File: src/rtl/argmax_pipe_selector.sv
// rtl/argmax_pipe_selector.sv - pipelined tournament-tree argmax with valid/ready handshake
// Stage 0 registers the raw vector; each later stage halves the candidate count.
module argmax_pipe_selector #(
  parameter int N_CH   = 10,
  parameter int WIDTH  = 26,
  parameter bit SIGNED = 1'b1
) (
  input  logic                                          clk,
  input  logic                                          GlobalReset,
  input  logic                                          in_valid,
  output logic                                          in_ready,
  input  logic [N_CH*WIDTH-1:0]                         in_data,
  output logic                                          out_valid,
  input  logic                                          out_ready,
  output logic [((N_CH > 1) ? $clog2(N_CH) : 1)-1:0]    out_idx,
  output logic [WIDTH-1:0]                              out_max
);

  localparam int L     = $clog2(N_CH);
  localparam int IDX_W = (N_CH > 1) ? $clog2(N_CH) : 1;

  // Number of live candidates held at tree level lvl.
  function automatic int cnt_at(input int lvl);
    return (N_CH + (1 << lvl) - 1) >> lvl;
  endfunction

  function automatic logic b_gt_a(input logic [WIDTH-1:0] b, input logic [WIDTH-1:0] a);
    if (SIGNED) return $signed(b) > $signed(a);
    else        return b > a;
  endfunction

  logic [WIDTH-1:0] val_q [0:L][0:N_CH-1];
  logic [WIDTH-1:0] val_d [0:L][0:N_CH-1];
  logic [IDX_W-1:0] idx_q [0:L][0:N_CH-1];
  logic [IDX_W-1:0] idx_d [0:L][0:N_CH-1];
  logic [L:0]       vld_q;
  logic [L:0]       vld_d;
  logic             adv;

  always_comb begin
    adv   = !vld_q[L] || out_ready;
    val_d = val_q;
    idx_d = idx_q;
    vld_d = vld_q;
    if (adv) begin
      vld_d[0] = in_valid;
      for (int k = 0; k < N_CH; k++) begin
        val_d[0][k] = in_data[k*WIDTH +: WIDTH];
        idx_d[0][k] = IDX_W'(k);
      end
      for (int l = 1; l <= L; l++) begin
        vld_d[l] = vld_q[l-1];
        for (int j = 0; j < N_CH; j++) begin
          // The lower-index element (a) keeps ties; an unpaired element passes straight through.
          if (j < cnt_at(l)) begin
            if ((2*j + 1 < cnt_at(l-1)) &&
                b_gt_a(val_q[l-1][(2*j + 1) % N_CH], val_q[l-1][(2*j) % N_CH])) begin
              val_d[l][j] = val_q[l-1][(2*j + 1) % N_CH];
              idx_d[l][j] = idx_q[l-1][(2*j + 1) % N_CH];
            end else begin
              val_d[l][j] = val_q[l-1][(2*j) % N_CH];
              idx_d[l][j] = idx_q[l-1][(2*j) % N_CH];
            end
          end else begin
            val_d[l][j] = '0;
            idx_d[l][j] = '0;
          end
        end
      end
    end
  end

  always_ff @(posedge clk) begin
    if (!GlobalReset) begin
      vld_q <= '0;
      for (int l = 0; l <= L; l++) begin
        for (int k = 0; k < N_CH; k++) begin
          val_q[l][k] <= '0;
          idx_q[l][k] <= '0;
        end
      end
    end else begin
      vld_q <= vld_d;
      val_q <= val_d;
      idx_q <= idx_d;
    end
  end

  assign in_ready  = adv;
  assign out_valid = vld_q[L];
  assign out_idx   = idx_q[L][0];
  assign out_max   = val_q[L][0];

endmodule

File: config.mk
export PLATFORM = sky130hd
export DESIGN_NAME = argmax_pipe_selector
export DESIGN_NICKNAME = d
export VERILOG_FILES = /design/src/rtl/argmax_pipe_selector.sv
export SDC_FILE = /design/constraint.sdc
export NUM_CORES = 2
export LEC_CHECK = 0
export ABC_AREA = 1
export CAP_MARGIN = 25
export CORE_MARGIN = 1
export CORE_UTILIZATION = 50
export DETAILED_ROUTE_END_ITERATION = 6
export PLACE_DENSITY = 0.73
export SLEW_MARGIN = 25
export SYNTH_ARGS = -nofsm -noshare
export SYNTH_HDL_FRONTEND = slang
export SYNTH_SLANG_ARGS = --single-unit
File: constraint.sdc
create_clock -name clk -period 6 [get_ports clk]
set_input_delay 0.6 -clock clk [delete_from_list [all_inputs] [get_ports clk]]
set_output_delay 0.6 -clock clk [all_outputs]
set_load 0.03 [all_outputs]
==> impl_metrics.toml <==
[status]
status = "complete, no violations"

[sta]
relSlewSlack_pct = 36.5
tns_ps = 0
drv_slew = 0
whs_ps = 464
fmaxAchievable_mhz = 310
clock_skew_ps = 27.8
tightest_slew_ps = 953
post-route-period-util_pct = 53.7
hold_viol = 0
finalCriticalPeriod_ps = 3220
report.final.setup_viol = 0
fin_ws_ps = 2780
rsz0062_at_grt = "false"

[cells_and_area]
area_growth_syn_to_layout_pct = 15.8
fin_nets = 5199
most-common-layout-cells = "inv_1, nand2_1, dfxtp_1"
drive_above_1_share_pct = 3.20
layout_commonest_cell = "inv_1"

[pwr]
switching_share_pct = 33.1
p_sw_mw = 3.65
p_clk_share_pct = 35.5
power.density_mw_per_mm2 = 306
power.leakage_nw = 19.2
seqPwrFrac_pct = 40.1
p_int_mw = 7.38
ir_drop_mv = 0.222
p_comb_share_pct = 24.4

[min_path]
holdCritPathClass = "reg -> reg"
hp-start = "idx_q[114]"
min_to = "idx_q[114]"
hold_depth = 2

[critical_path]
critPathMaxFanout = 126
criticalPathCategory = "in -> out"
cp-start-kind = "primary input"
worstPathRequired_ps = 5400
reg2reg_depth = 11
r2r-start = "val_q[1273]"
reg2reg_slack_ps = 2840
crit_arrival_ps = 2620
critPathCaptureType = "output port"
r2r-end = "val_q[1034]"

[floorplanning]
num_rows = 91
die_area_mm2 = 0.0633
core_mm2 = 0.0616
fp.dieH_um = 252
die_x_um = 252
io_pins = 296
initial_core_util_pct = 50.6

[routing]
firstDrtPassIters = 7
vias = 28642
dr.first_iter.drc_count = 2291
wire_per_inst_um = 14.7
ant_nets = 0
finalWirelength_um = 82000
vias_per_cell = 5.13
drc = 0

[cts]
cts_setup_buffers = 0
cts_sinks = 574
cts_made_buffers = 60
htreeDepth = 2
root_buffer = "clkbuf_16"
clockBufferDepth = 3
insertion_delay_ps = 640
ctsResizeCount = 0
path_clk_slew_ps = 60
cts_tree = "done"
ctsHoldBuffers = 0

[global_routing]
gr-total-overflow = 0
grt_pass1_vias = 25678
grt_max_degree = 237
antenna_found_initial = 3
track_usage_pct = 25.2
grt_pass1_wl_um = 131000

[yosys]
syn_area_per_cell_um2 = 6.75
synth.yosys.seq_area_share_pct = 36.9
synth_area_leaders = "dfxtp_1, inv_1, nand2_1, ha_1, o21ai_0"
synthSimpleGateAreaFrac_pct = 26.2
syn_inst = 4619
synthAdderAreaFrac_pct = 9.39
synthXorXnorAreaFrac_pct = 0
synth_top_family_by_area = "simple AND/OR/NAND/NOR gates"
ys_seq_elements = 574
yosysTopAreaCellShare_pct = 36.9
ys_types = 29
ys_warn_count = 0
synth-compound-area-share_pct = 12.8
syn_area_mm2 = 0.0312
synth_top_area_cell = "dfxtp_1"
synthMuxAreaShare_pct = 0
syn-num-nets = 5117

[place]
place.detailed.hpwl_um = 55800
dp_slack_ps = 2720
io_buffers = 295
place_congestion = 0.892

[job]
maxCapViolCount = 0
## layer usage
| metal | track usage, % | wire length, um | vias to the layer above |
|---|---|---|---|
| li1 | - | - | 14774 |
| met1 | 34.1 | 37600 | 13054 |
| met2 | 40.9 | 37600 | 652 |
| met3 | 3.16 | 3700 | 162 |
| met4 | 9.72 | 3060 | 0 |
| met5 | 0 | 0 | - |
## layout make-up
| type | count | area [um2] |
|---|---|---|
| antenna | 3 | 7.51 |
| clock buffer | 89 | 1820 |
| clock inverter | 20 | 272 |
| fill | 5855 | 25500 |
| inverter | 852 | 3210 |
| multi-input combinational | 2906 | 15100 |
| sequential | 574 | 11500 |
| tap | 837 | 1050 |
| timing repair buffer | 307 | 3130 |
## flip-flops by register name, summed over array words and instances (netlist names)
register,count
vld_q,5
val_q,520
idx_q,19
out_max,26
out_idx,4
## kinds of logic after synthesis
group / Yosys count
and+or+nand+nor: 1883
buffers and inverters: 1139
AOI/OAI and AO/OA: 789
DFF: 574
adders and majority gates: 234
## Yosys cell counts (all sizes together)
library cell and count:
a21o 8, o21ai 565, and3 2, a21oi 208
nand4 135, o21a 4, clkinv 1, dfxtp 574
nor3 6, inv 851, ha 234, nand2 844
clkbuf 177, nand3 431, buf 110, o21bai 4
nor2 459, nor4 6
## power by group through the flow
stage	Sequential, mW	Combinational [mW]	Clock, mW
finish	4.43	2.69	3.91
global route	4.45	3.05	4.14
CTS	4.42	2.68	3.98
detailed placement	4.50	2.65	0
global placement	4.50	2.60	0
floorplan	4.37	2.13	0
## worst max path at each step
stage | startpoint | end | slack (ps) | cells after the start
after CTS | vld_q[4] | in_ready | 2780 | 4
after global routing | val_q[1273] | val_q[1016] | 2570 | 11
final | out_ready | in_ready | 2780 | 4
after global placement | out_ready | val_q[510] | 2770 | 7
after detailed placement | out_ready | val_q[1174] | 2720 | 6
after floorplan | out_ready | in_ready | 3820 | 5
## per-stage QoR
| step | instance area (um2) | util [%] | cells | total power [mW] |
|---|---|---|---|---|
| 6_report | 36100 | 58.6 | 5588 | 11.0 |
| 5_1_grt | 36100 | 58.6 | 5587 | 11.6 |
| 4_1_cts | 36000 | 58.5 | 5584 | 11.1 |
| 3_5_place_dp | 33900 | 55.1 | 5475 | 7.15 |
| 3_3_place_gp | 33900 | 55.1 | 5475 | 7.10 |
| 2_1_floorplan | 31200 | - | 4619 | 6.49 |
## critical path: stages
cell,delay (ps)
clkdlybuf4s50_1,580
nor2_4,100
inv_8,480
clkdlybuf4s50_1,800
Note: power is estimated with default switching activity, not from simulation.
